File: config.mk
export PLATFORM = sky130hd
export DESIGN_NAME = instr_fetch_unit
export DESIGN_NICKNAME = d
export VERILOG_FILES = /design/src/rtl/instr_fetch_unit.sv
export SDC_FILE = /design/constraint.sdc
export NUM_CORES = 1
export LEC_CHECK = 0
export ABC_AREA = 1
export BUFFER_PORTS_ARGS = -buffer_cell sky130_fd_sc_hd__clkbuf_2
export CORE_ASPECT_RATIO = 1.4
export CORE_MARGIN = 3
export CORE_UTILIZATION = 50
export CTS_CLUSTER_DIAMETER = 30
export CTS_CLUSTER_SIZE = 12
export DETAILED_ROUTE_END_ITERATION = 7
export GPL_TIMING_DRIVEN = 0
export PLACE_DENSITY = 0.71
export SLEW_MARGIN = 10
export SYNTH_ARGS = -nofsm -noshare
export SYNTH_HDL_FRONTEND = slang
export SYNTH_SLANG_ARGS = --single-unit
File: constraint.sdc
create_clock -name clk -period 6.15 [get_ports clk]
set_input_delay 0.615 -clock clk [delete_from_list [all_inputs] [get_ports clk]]
set_output_delay 0.615 -clock clk [all_outputs]
set_load 0.005 [all_outputs]
File: src/rtl/instr_fetch_unit.sv
// Instruction fetch stage: PC, one-cycle-latency imem reads and a small prefetch
// queue to decode. An epoch bit drops responses that belong to a flushed stream.
module instr_fetch_unit #(
  parameter logic [31:0] InstrOffset      = 32'h00400000,
  parameter int          InstrAddrWidth   = 13,
  parameter logic [31:0] ExceptionAddress = 32'h00000004,
  parameter int          QueueDepth       = 2
) (
  input  logic                      clk,
  input  logic                      reset,
  output logic                      imem_req,
  output logic [InstrAddrWidth-1:0] imem_addr,
  input  logic [31:0]               imem_rdata,
  input  logic                      redirect,
  input  logic [31:0]               redirect_target,
  input  logic                      exception,
  output logic                      out_valid,
  input  logic                      out_ready,
  output logic [31:0]               out_instr,
  output logic [31:0]               out_pc,
  output logic                      out_fault
);

  localparam int PtrW = $clog2(QueueDepth);
  localparam int CntW = PtrW + 1;

  logic [31:0]     pc_reg, pc_next;
  logic            epoch_reg, epoch_next;
  logic            halted_reg, halted_next;
  logic            inflight_valid_reg, inflight_valid_next;
  logic            inflight_epoch_reg, inflight_epoch_next;
  logic [31:0]     inflight_pc_reg, inflight_pc_next;
  logic [PtrW-1:0] head_reg, head_next;
  logic [PtrW-1:0] tail_reg, tail_next;
  logic [CntW-1:0] count_reg, count_next;

  logic [31:0] q_instr_reg [QueueDepth];
  logic [31:0] q_pc_reg    [QueueDepth];
  logic        q_fault_reg [QueueDepth];

  logic            pop;
  logic            flush;
  logic [CntW-1:0] occupancy;
  logic            credit_ok;
  logic            can_issue;
  logic            issue;
  logic            misalign_push;
  logic            resp_push;
  logic            push;
  logic [31:0]     push_instr;
  logic [31:0]     push_pc;
  logic            push_fault;

  assign out_valid = (count_reg != '0);
  assign out_instr = out_valid ? q_instr_reg[head_reg] : 32'h0;
  assign out_pc    = out_valid ? q_pc_reg[head_reg]    : 32'h0;
  assign out_fault = out_valid & q_fault_reg[head_reg];

  assign pop   = out_valid & out_ready;
  assign flush = exception | redirect;

  // Slots already promised: queued entries plus the read still in flight.
  assign occupancy = count_reg + CntW'(inflight_valid_reg) - CntW'(pop);
  assign credit_ok = occupancy < CntW'(QueueDepth);

  assign can_issue     = credit_ok & ~halted_reg & ~flush;
  assign issue         = can_issue & (pc_reg[1:0] == 2'b00);
  assign misalign_push = can_issue & (pc_reg[1:0] != 2'b00);
  assign resp_push     = inflight_valid_reg & (inflight_epoch_reg == epoch_reg) & ~flush;
  assign push          = resp_push | misalign_push;

  assign push_instr = misalign_push ? 32'h0  : imem_rdata;
  assign push_pc    = misalign_push ? pc_reg : inflight_pc_reg;
  assign push_fault = misalign_push;

  assign imem_req  = issue & ~reset;
  assign imem_addr = pc_reg[InstrAddrWidth+1:2];

  always_comb begin
    pc_next             = pc_reg;
    epoch_next          = epoch_reg;
    halted_next         = halted_reg;
    inflight_valid_next = issue;
    inflight_epoch_next = inflight_epoch_reg;
    inflight_pc_next    = inflight_pc_reg;
    head_next           = head_reg;
    tail_next           = tail_reg;
    count_next          = count_reg;

    if (issue) begin
      inflight_epoch_next = epoch_reg;
      inflight_pc_next    = pc_reg;
      pc_next             = pc_reg + 32'd4;
    end
    if (misalign_push) begin
      halted_next = 1'b1;
    end

    if (flush) begin
      pc_next     = exception ? ExceptionAddress : redirect_target;
      epoch_next  = ~epoch_reg;
      halted_next = 1'b0;
      head_next   = '0;
      tail_next   = '0;
      count_next  = '0;
    end else begin
      if (push) tail_next = tail_reg + PtrW'(1);
      if (pop)  head_next = head_reg + PtrW'(1);
      count_next = count_reg + CntW'(push) - CntW'(pop);
    end
  end

  always_ff @(posedge clk) begin
    if (reset) begin
      pc_reg             <= InstrOffset;
      epoch_reg          <= 1'b0;
      halted_reg         <= 1'b0;
      inflight_valid_reg <= 1'b0;
      inflight_epoch_reg <= 1'b0;
      inflight_pc_reg    <= 32'h0;
      head_reg           <= '0;
      tail_reg           <= '0;
      count_reg          <= '0;
    end else begin
      pc_reg             <= pc_next;
      epoch_reg          <= epoch_next;
      halted_reg         <= halted_next;
      inflight_valid_reg <= inflight_valid_next;
      inflight_epoch_reg <= inflight_epoch_next;
      inflight_pc_reg    <= inflight_pc_next;
      head_reg           <= head_next;
      tail_reg           <= tail_next;
      count_reg          <= count_next;
    end
  end

  // Entry payload needs no reset: out_valid masks it until written.
  always_ff @(posedge clk) begin
    if (push && !flush && !reset) begin
      q_instr_reg[tail_reg] <= push_instr;
      q_pc_reg[tail_reg]    <= push_pc;
      q_fault_reg[tail_reg] <= push_fault;
    end
  end

endmodule

==> flow_metrics.env <==
export IMPL_drtPass1Iterations=5
export IMPL_yosysTopAreaCell="edfxtp_1"
export IMPL_ys_flop_type="edfxtp_1"
export IMPL_fin_area_um2=11600
export IMPL_end_kind="register"
export IMPL_grt_pass1_wl_um=38600
export IMPL_dp_slack_ns=2.41
export IMPL_synth_common_cells="305 x nand2_1, 130 x edfxtp_1, 118 x a21oi_1"
export IMPL_clock_skew_final_ns=0.0219
export IMPL_reg2reg_depth=14
export IMPL_cp_start_kind="register"
export IMPL_cts_resized=0
export IMPL_grt_pass1_vias=7614
export IMPL_clk_insertion_delay_late_ns=0.50
export IMPL_avgSynthCellArea_um2=8.66
export IMPL_min_period_ns=3.69
export IMPL_hold_path_class="primary input to register"
export IMPL_syn_inst=1073
export IMPL_cp_arrival_ns=3.89
export IMPL_ys_warn_count=0
export IMPL_viasPerCell=5.16
export IMPL_post_drt_wl_per_cell_um=16.0
export IMPL_gp_congestion=0.948
export IMPL_synth_seq_area_share=0.578
export IMPL_p_per_area_nw_per_um2=311
export IMPL_crit_type="register to register"
export IMPL_start_util=0.514
export IMPL_drive_gt1_frac=0.201
export IMPL_fin_crit_sh=0.600
export IMPL_synth_most_common_cell="nand2_1"
export IMPL_slew_headroom=0.508
export IMPL_drt_total_wl_um=24500
export IMPL_hold_buffers=0
export IMPL_place_area_um2=10500
export IMPL_p_leak_nw=4.81
export IMPL_ys_seq_elements=203
export IMPL_syn_area_um2=9290
export IMPL_rsz0062_at_grt="no"
export IMPL_num_vias=7877
export IMPL_crit_family="buffers and inverters"
export IMPL_clock_fmax_ghz=0.271
export IMPL_die_y_um=167
export IMPL_setup_ws_ns=2.46
export IMPL_dieArea_um2=20300
export IMPL_cts_buffers=34
export IMPL_post_route_util=0.643
export IMPL_root_buffer="clkbuf_16"
export IMPL_grt_max_degree=30
export IMPL_numPortBuffers=148
export IMPL_crit_cells=14
export IMPL_syn_nets=1145
export IMPL_ys_top_cells_by_area="edfxtp_1 42%, dfxtp_1 16%, nand2_1 12%, a21oi_1 6.4%, o21ai_0 5.1%"
export IMPL_post_route_drc_count=0
export IMPL_ios=149
export IMPL_grt_overflow_total=0
export IMPL_ys_types=36
export IMPL_htree_levels=2
export IMPL_finalSetupViolCount=0
export IMPL_synth_edff_count=130
export IMPL_n_antenna_cell=0
export IMPL_crit_fanout=18
export IMPL_cts_sinks=203
export IMPL_max_stage_delay_ns=0.60
export IMPL_async_reset_ff_frac=0
export IMPL_cp_slowest_cell="a21oi_4"
export IMPL_critPathRequiredTime_ns=6.35
export IMPL_vdd_drop_max_v=0.000205
export IMPL_cts_tree="done"
export IMPL_worst_path_buf_inv=7
export IMPL_grt_usage=0.238
export IMPL_worst_hold_slack_ns=0.361
export IMPL_dp_hpwl_um=17700
export IMPL_final_hold_viol_count=0
export IMPL_drt_initial_drc_count=526
export IMPL_syn_to_final_growth_pct=25.1
export IMPL_worstMarginPinSlew_ns=0.737
export IMPL_path_clk_slew_ns=0.06
export IMPL_die_x_um=121
export IMPL_cp_cell_sequence="nor2_1 -> inv_1 -> nand2_1 -> inv_1 -> ha_1 -> inv_1 -> nand2_1 -> nand3_1 -> nand4_2 -> clkbuf_1 -> a21oi_4 -> buf_16 -> buf_16 -> buf_16"
export IMPL_num_fill_cells=1506
export IMPL_fin_nets=1334
export IMPL_slew_violations=0
export IMPL_hold_depth=3
export IMPL_cap_violations=0
export IMPL_core_um2=18100
export IMPL_clockBufferDepth=3
export IMPL_std_cell_rows=58
export IMPL_ant_nets=0
export IMPL_synth_top_area_share=0.420
export IMPL_cts_setup_buffers=0
export IMPL_status="complete, no violations"
export IMPL_antenna_found_initial=0
==> worst min-delay path: cells and delay by family <==
family,cells,cell delay (ns)
AOI/OAI and AO/OA,1,0.06
buffers and inverters,1,0.08
and+or+nand+nor,1,0.05
==> layout make-up <==
class                           count  area [um^2]  area share
Buffer                             68          359      0.0309
Clock buffer                       39          890      0.0766
Clock inverter                     23          260      0.0224
Inverter                           93          349      0.0300
Multi-Input combinational cell    709         3230       0.278
Sequential cell                   203         5370       0.462
Tap cell                          240          300      0.0258
Timing Repair Buffer              153          863      0.0743
==> worst paths after layout <==
kind / from / end / slack (ns)
worst min register to register: inflight_pc_reg[2]$_SDFFE_PP0P_ / inflight_pc_reg[2]$_SDFFE_PP0P_ / 0.46
worst max register to register: count_reg[1]$_SDFF_PP0_ / q_instr_reg[1][0]$_DFFE_PP_ / 2.46
worst min-delay path: redirect_target[15] / pc_reg[15]$_SDFFE_PP0P_ / 0.36
worst max-delay path: count_reg[1]$_SDFF_PP0_ / q_instr_reg[1][0]$_DFFE_PP_ / 2.46
==> placed cells by master, fill, tap and decap left out, types with 4 or more instances in the layout <==
cell type | synthesis | layout
nand2_1 | 305 | 305
clkbuf_2 | 0 | 148
edfxtp_1 | 130 | 130
a21oi_1 | 118 | 117
nor2_1 | 115 | 114
o21ai_0 | 94 | 94
inv_1 | 90 | 90
dfxtp_1 | 73 | 73
clkbuf_1 | 32 | 35
clkbuf_16 | 0 | 34
nand3_1 | 30 | 30
buf_4 | 19 | 19
a22oi_1 | 9 | 9
buf_2 | 8 | 8
xor2_1 | 7 | 7
buf_1 | 6 | 6
clkinv_2 | 0 | 6
inv_6 | 0 | 4
bufinv_16 | 0 | 4
==> report_power, final <==
| part | total (W) | internal [W] | switching [W] |
|---|---|---|---|
| combinational | 0.000208 | 0.0000794 | 0.000128 |
| clock | 0.00189 | 0.00122 | 0.000668 |
| sequential | 0.00152 | 0.00149 | 0.0000272 |
==> stage by stage <==
step | power (W) | TNS, ns | instances
detailed placement | 0.00175 | 0 | 1466
floorplan | 0.00166 | 0 | 1073
CTS | 0.00363 | 0 | 1528
finish | 0.00361 | 0 | 1528
global placement | 0.00174 | -146.68 | 1461
global route | 0.00373 | 0 | 1528
==> metal layers <==
layer / track usage / wire, um
met3: 0.0409 / 1680
met4: 0.101 / 930
met5: 0 / 0
met1: 0.283 / 9370
met2: 0.422 / 12500
==> cell families (layout without fill, tap and decap cells) <==
family,Yosys count,in the layout,share of synthesized area
AND/OR/NAND/NOR,467,467,0.205
buffers and inverters,161,376,0.0762
AO/OA/AOI/OAI,231,231,0.129
flip-flops,203,203,0.578
adder cells (fa/ha/maj),3,3,0.00404
XOR/XNOR,8,8,0.00754
No activity file was read; power rests on OpenSTA's default activity.
